### src/rtl/memory_port_arbiter.sv
// memory_port_arbiter
//   Shares one single-port SRAM between a fetch requester (0) and a data
//   requester (1). One SRAM access is issued per accepted request. Read data
//   comes back from the SRAM one cycle later and is steered to the owner.
//
// Configuration macro:
//   ARB_ROUND_ROBIN_EN  defined   : contention goes to the requester not
//                                   granted most recently.
//                       undefined : requester 1 (data) always wins contention.
//
// Handshake: a request is accepted in a cycle where reqN_valid and reqN_ready
//   are both high. The requester holds valid and payload stable until that
//   cycle. rspN_valid pulses for one cycle per accepted read and has no
//   back-pressure.
//
// Ports:
//   clk, rst                    clock, synchronous active-high reset
//   reqN_valid/ready            request handshake (N = 0 fetch, 1 data)
//   reqN_address/write_enable/write_data  request payload
//   rspN_valid, rspN_read_data  read response; data holds when valid is low
//   sram_enable, sram_write_enable, sram_address, sram_write_data  SRAM drive
//   sram_read_data              SRAM read data, one cycle after a read
//   stall_count0/1              saturating count of valid-but-not-granted cycles
module memory_port_arbiter #(
    parameter int ADDR_WIDTH = 32,
    parameter int DATA_WIDTH = 32,
    parameter int CNT_WIDTH  = 16
) (
    input  logic                  clk,
    input  logic                  rst,
    input  logic                  req0_valid,
    output logic                  req0_ready,
    input  logic [ADDR_WIDTH-1:0] req0_address,
    input  logic                  req0_write_enable,
    input  logic [DATA_WIDTH-1:0] req0_write_data,
    input  logic                  req1_valid,
    output logic                  req1_ready,
    input  logic [ADDR_WIDTH-1:0] req1_address,
    input  logic                  req1_write_enable,
    input  logic [DATA_WIDTH-1:0] req1_write_data,
    output logic                  rsp0_valid,
    output logic [DATA_WIDTH-1:0] rsp0_read_data,
    output logic                  rsp1_valid,
    output logic [DATA_WIDTH-1:0] rsp1_read_data,
    output logic                  sram_enable,
    output logic                  sram_write_enable,
    output logic [ADDR_WIDTH-1:0] sram_address,
    output logic [DATA_WIDTH-1:0] sram_write_data,
    input  logic [DATA_WIDTH-1:0] sram_read_data,
    output logic [CNT_WIDTH-1:0]  stall_count0,
    output logic [CNT_WIDTH-1:0]  stall_count1
);

    localparam logic [CNT_WIDTH-1:0] CNT_ONE = {{(CNT_WIDTH-1){1'b0}}, 1'b1};

    logic                  grant0, grant1;
    logic                  pending_q, pending_d;
    logic                  owner_q, owner_d;
    logic [DATA_WIDTH-1:0] rsp0_data_q, rsp0_data_d;
    logic [DATA_WIDTH-1:0] rsp1_data_q, rsp1_data_d;
    logic [CNT_WIDTH-1:0]  stall0_q, stall0_d;
    logic [CNT_WIDTH-1:0]  stall1_q, stall1_d;
`ifdef ARB_ROUND_ROBIN_EN
    logic                  last_grant_q, last_grant_d;
`endif

    // Grant selection; nothing is granted while reset is high.
    always_comb begin
        grant0 = 1'b0;
        grant1 = 1'b0;
        if (!rst) begin
            if (req0_valid && req1_valid) begin
`ifdef ARB_ROUND_ROBIN_EN
                if (last_grant_q) grant0 = 1'b1;
                else              grant1 = 1'b1;
`else
                grant1 = 1'b1;
`endif
            end else begin
                grant0 = req0_valid;
                grant1 = req1_valid;
            end
        end
    end

    assign req0_ready = grant0;
    assign req1_ready = grant1;

    // SRAM drive comes straight from the granted payload in the accepting cycle.
    always_comb begin
        sram_enable       = 1'b0;
        sram_write_enable = 1'b0;
        sram_address      = '0;
        sram_write_data   = '0;
        if (grant1) begin
            sram_enable       = 1'b1;
            sram_write_enable = req1_write_enable;
            sram_address      = req1_address;
            sram_write_data   = req1_write_data;
        end else if (grant0) begin
            sram_enable       = 1'b1;
            sram_write_enable = req0_write_enable;
            sram_address      = req0_address;
            sram_write_data   = req0_write_data;
        end
    end

    // Responses are masked while reset is high so a read accepted just before
    // reset is dropped rather than delivered.
    assign rsp0_valid     = !rst && pending_q && !owner_q;
    assign rsp1_valid     = !rst && pending_q &&  owner_q;
    assign rsp0_read_data = rst ? '0 : (rsp0_valid ? sram_read_data : rsp0_data_q);
    assign rsp1_read_data = rst ? '0 : (rsp1_valid ? sram_read_data : rsp1_data_q);

    assign stall_count0 = stall0_q;
    assign stall_count1 = stall1_q;

    always_comb begin
        pending_d   = sram_enable && !sram_write_enable;
        owner_d     = pending_d ? grant1 : owner_q;
        rsp0_data_d = rsp0_valid ? sram_read_data : rsp0_data_q;
        rsp1_data_d = rsp1_valid ? sram_read_data : rsp1_data_q;
        stall0_d    = stall0_q;
        stall1_d    = stall1_q;
        if (req0_valid && !grant0 && (stall0_q != '1)) stall0_d = stall0_q + CNT_ONE;
        if (req1_valid && !grant1 && (stall1_q != '1)) stall1_d = stall1_q + CNT_ONE;
`ifdef ARB_ROUND_ROBIN_EN
        last_grant_d = last_grant_q;
        if (grant1)      last_grant_d = 1'b1;
        else if (grant0) last_grant_d = 1'b0;
`endif
    end

    always_ff @(posedge clk) begin
        if (rst) begin
            pending_q    <= 1'b0;
            owner_q      <= 1'b0;
            rsp0_data_q  <= '0;
            rsp1_data_q  <= '0;
            stall0_q     <= '0;
            stall1_q     <= '0;
`ifdef ARB_ROUND_ROBIN_EN
            last_grant_q <= 1'b1;
`endif
        end else begin
            pending_q    <= pending_d;
            owner_q      <= owner_d;
            rsp0_data_q  <= rsp0_data_d;
            rsp1_data_q  <= rsp1_data_d;
            stall0_q     <= stall0_d;
            stall1_q     <= stall1_d;
`ifdef ARB_ROUND_ROBIN_EN
            last_grant_q <= last_grant_d;
`endif
        end
    end

endmodule

### config.mk
export PLATFORM = sky130hd
export DESIGN_NAME = memory_port_arbiter
export DESIGN_NICKNAME = d
export VERILOG_FILES = /design/src/rtl/memory_port_arbiter.sv
export SDC_FILE = /design/constraint.sdc
export NUM_CORES = 1
export LEC_CHECK = 0
export ABC_AREA = 0
export CAP_MARGIN = 20
export CORE_AREA = 2 2 130 132
export DETAILED_ROUTE_END_ITERATION = 8
export DIE_AREA = 0 0 132 134
export DONT_BUFFER_PORTS = 1
export GPL_ROUTABILITY_DRIVEN = 0
export PLACE_DENSITY = 0.39
export SETUP_SLACK_MARGIN = 0.05
export SLEW_MARGIN = 20
export SYNTH_ARGS = -nofsm -noshare
export SYNTH_HDL_FRONTEND = slang
export SYNTH_SLANG_ARGS = --single-unit
### constraint.sdc
create_clock -name clk -period 5.2 [get_ports clk]
set_input_delay 0.78 -clock clk [delete_from_list [all_inputs] [get_ports clk]]
set_output_delay 0.78 -clock clk [all_outputs]
set_load 0.05 [all_outputs]
After elaboration in Yosys (flattened, before gate mapping). Index checks and enable logic that the tools add are counted.

Add/subtract/negate cells: 2. Equality and inequality tests: 2. Multiplexer cells: 16. Reductions and logical operators: 14.

Operators with widths (number): two-way mux 32 bit (8); adder 16 x 1 -> 16 bit (second input constant) (2); inequality test 16 bit (second input constant) (2); logical AND 1 bit (9); two-way mux 1 bit (8); zero test 1 bit (5).

Register bits after elaboration: 98. Bits of input ports: 166. Logic and storage cells: 40.

Longest topological paths before layout.
Word-level depth: 7. Gate-level depth with buffers: 6. Mapped depth without buffers: 5.

Worst setup path after synthesis. OpenSTA, ideal clock, no wires.

Path type: in2out. From: in rst. To: out rsp0_read_data[17]. Arrival time: 2.508 ns. Data required time: 4.420 ns. Slack: 1.912 ns. Cell stages on the path: 5. Path buffers: 3. Cells stage by stage: buf_6 clkbuf_1 clkbuf_1 nand2b_1 o21ai_0.

Cells in the longest elaborated chain, start to end: 5.

RTL lines: from (decl) (line 30) `input logic rst,`; zero test 1 bit (line 110) `assign rsp0_valid = !rst && pending_q && !owner_q;`; logical AND 1 bit (2 in a row) (line 110); two-way mux 32 bit; two-way mux 32 bit *; to (decl) (line 42) `output logic [DATA_WIDTH-1:0] rsp0_read_data,`.

Mark *: on every way between the ends. The rest lies on a longest branch, timed or not.

Worst setup path in the final report.
From: in rst. To: out rsp0_read_data[29].

Cells in the longest elaborated chain, start to end: 5.

RTL lines: zero test 1 bit (line 110); logical AND 1 bit (2 in a row) (line 110); via rsp0_valid (line 41) `output logic rsp0_valid,`; two-way mux 32 bit (2 in a row).

The timed path passes the listed nets, and every way through them passes these cells.

==> metrics <==
outcome=completed; max_slew headroom=0.250; Avg WL per Cell=23.4 um; worst-path fanout max=108; synth cell count leaders=nand2_1 (102), dfxtp_1 (98), a22o_1 (65); Layout Nets=645; synthesis-to-finish area growth=10.8%; Synth top area share=0.440; pin count of the biggest net entering global routing=109; initial antenna violation count=6; Final Cell Area=4940 um2; IO Count=332; Final min period=3.10 ns; Detailed Route WL=16500 um; number of H-tree levels=3; placed insts=686; YS warnings=0; # Post-CTS Setup Buffers=0; FILL cells=1733; Die Span X=132 um; Sink Count=98; global router's overall resource usage=0.178; Crit. End Element=primary output; Critical Path Max Stage Delay=0.63 ns; Setup TNS=0 ns; Core Box Area=16300 um2; drt initial violations=276; final setup vio count=0; part of the cycle the worst path needs=0.597; Final Non-Filler Cells=707; post-cts sizing count=0; master of the slowest instance on the critical path=buf_4; Syn Std Cell Area=4460 um2; Static Leak=1.88 nW; max-slew violation total from the final report=0; antenna-violating nets left=0; site row count=47; RSZ-0062 raised after global routing=false; fraction of layout cells with a size suffix above 1=0.0870; post-synthesis sequential area ratio=0.440; Final HPWL DP=12500 um; Syn Inst Count=503; Reg2Reg Depth=5; CTS Buf Count=9; Max Freq=322 MHz; die height=134 um; fraction of registers with async set/reset=0; IR drop worst, VDD=0.000135 V; Post-synth EDFFs=0; path category of the worst min-delay check=reg -> reg; Worst-Margin Slew=1.12 ns; Req. time, crit path=4.42 ns; gr ovfl total=0; final clock skew=0.00326 ns; Total Die Area=17700 um2; syn nets=670; count of cell types in the netlist=43; CP arrival=2.32 ns; TritonCTS clock tree=built; Area after DPL=4580 um2; Post-CTS Hold Buffers=0; Synth area leaders=dfxtp_1 (44%), a22o_1 (13%), nand2_1 (8.6%), nand3b_1 (5.7%), nand2b_1 (4.5%); CTS max path bufs=2; most common cell in the synthesized netlist=nand2_1; most used flip-flop cell after synthesis=dfxtp_1; First-pass DRT Iterations=6; FF+latch count, synth=98; root buf cell=clkbuf_16; startpoint type of the worst setup path=input pin; global-route wire length before repair=23300 um; crit path cell chain=nor3b_2 > buf_4 > nand2_1 > o21ai_1; power density cells=374 nW/um2; area leader, netlist=dfxtp_1; MaxCap Viol Count=0; WHS Path Cells=2; vias=3649; post-synthesis area per instance=8.86 um2; Initial Utilization=0.274; CTS clk-pin slew, worst paths=0.07 ns; crit path kind=in -> out; later-pin clock latency in the skew report=0.34 ns; Final Hold Fails=0; DRC Markers=0; number of global-route vias before repair=3380; IO Port Bufs=0; vias per std cell=5.16
## worst paths after layout
check                  startpoint                  to  slack [ns]
setup reg to reg  stall_count0[0]    stall_count0[11]        2.56
hold reg to reg           owner_q             owner_q        0.51
hold / removal            owner_q             owner_q        0.51
setup / recovery              rst  rsp0_read_data[29]        2.10
## layout by cell type (no fill, tap or decap), types with 4 or more instances in the layout
cell       instances
a21oi_1           11
or4_1              5
clkbuf_16          9
nand2_1          102
nand3b_1          34
nand3_1            5
diode_2            4
dfxtp_1           98
buf_4              4
nand2b_1          32
o31ai_1            6
o21ai_1           33
nor2b_1           22
nand4_1            5
o21ai_0            5
a22o_1            65
nor2_1             6
## report_power, final
group	internal (mW)	total, mW	switching [mW]
sequential	0.776	0.789	0.0133
combinational	0.0501	0.321	0.270
clock	0.440	0.736	0.296
## per-layer routing
| layer | routed length, um | global-route usage | vias up |
|---|---|---|---|
| li1 | - | - | 1724 |
| met2 | 8130 | 0.292 | 212 |
| met4 | 589 | 0.0900 | 4 |
| met1 | 6200 | 0.206 | 1676 |
| met3 | 1580 | 0.0639 | 33 |
| met5 | 23 | 0 | - |
## flip-flops by register name, summed over array words and instances, names as in the netlist
register,count
pending_q,1
rsp0_data_q,32
stall_count0,16
rsp1_data_q,32
owner_q,1
stall_count1,16
## stage by stage
stage	total power [mW]	setup slack, ns	hold slack [ns]	util
global placement	1.13	1.88	0.494	0.281
floorplan	1.10	1.91	0.463	-
detailed placement	1.13	1.82	0.509	0.281
CTS	1.88	1.81	0.493	0.301
finish	1.85	2.10	0.508	0.303
global route	1.92	1.96	0.495	0.303
## cell type report
cell class                      count  area [um2]  area share
Multi-Input combinational cell    361        2300       0.466
Tap cell                          220         275      0.0557
Clock buffer                       11         243      0.0492
Clock inverter                      5        85.1      0.0172
Timing Repair Buffer                5        50.0      0.0101
Sequential cell                    98        1960       0.397
Antenna cell                        4        10.0     0.00203
Inverter                            3        11.3     0.00228
## kinds of logic after synthesis
kind of cell | Yosys count | synth area share
xor+xnor | 1 | 0.00197
compound gates | 122 | 0.201
mux | 5 | 0.0135
simple gates | 232 | 0.293
flops | 98 | 0.440
fa+ha+maj | 1 | 0.00281
buf+inv | 44 | 0.0472
## critical path: cells and delay by family
family / cells / cell delay (ns)
AND/OR/NAND/NOR: 2 / 0.29
buffers and inverters: 1 / 0.63
AO/OA/AOI/OAI: 1 / 0.58
Power figures use the tool's default switching activity.
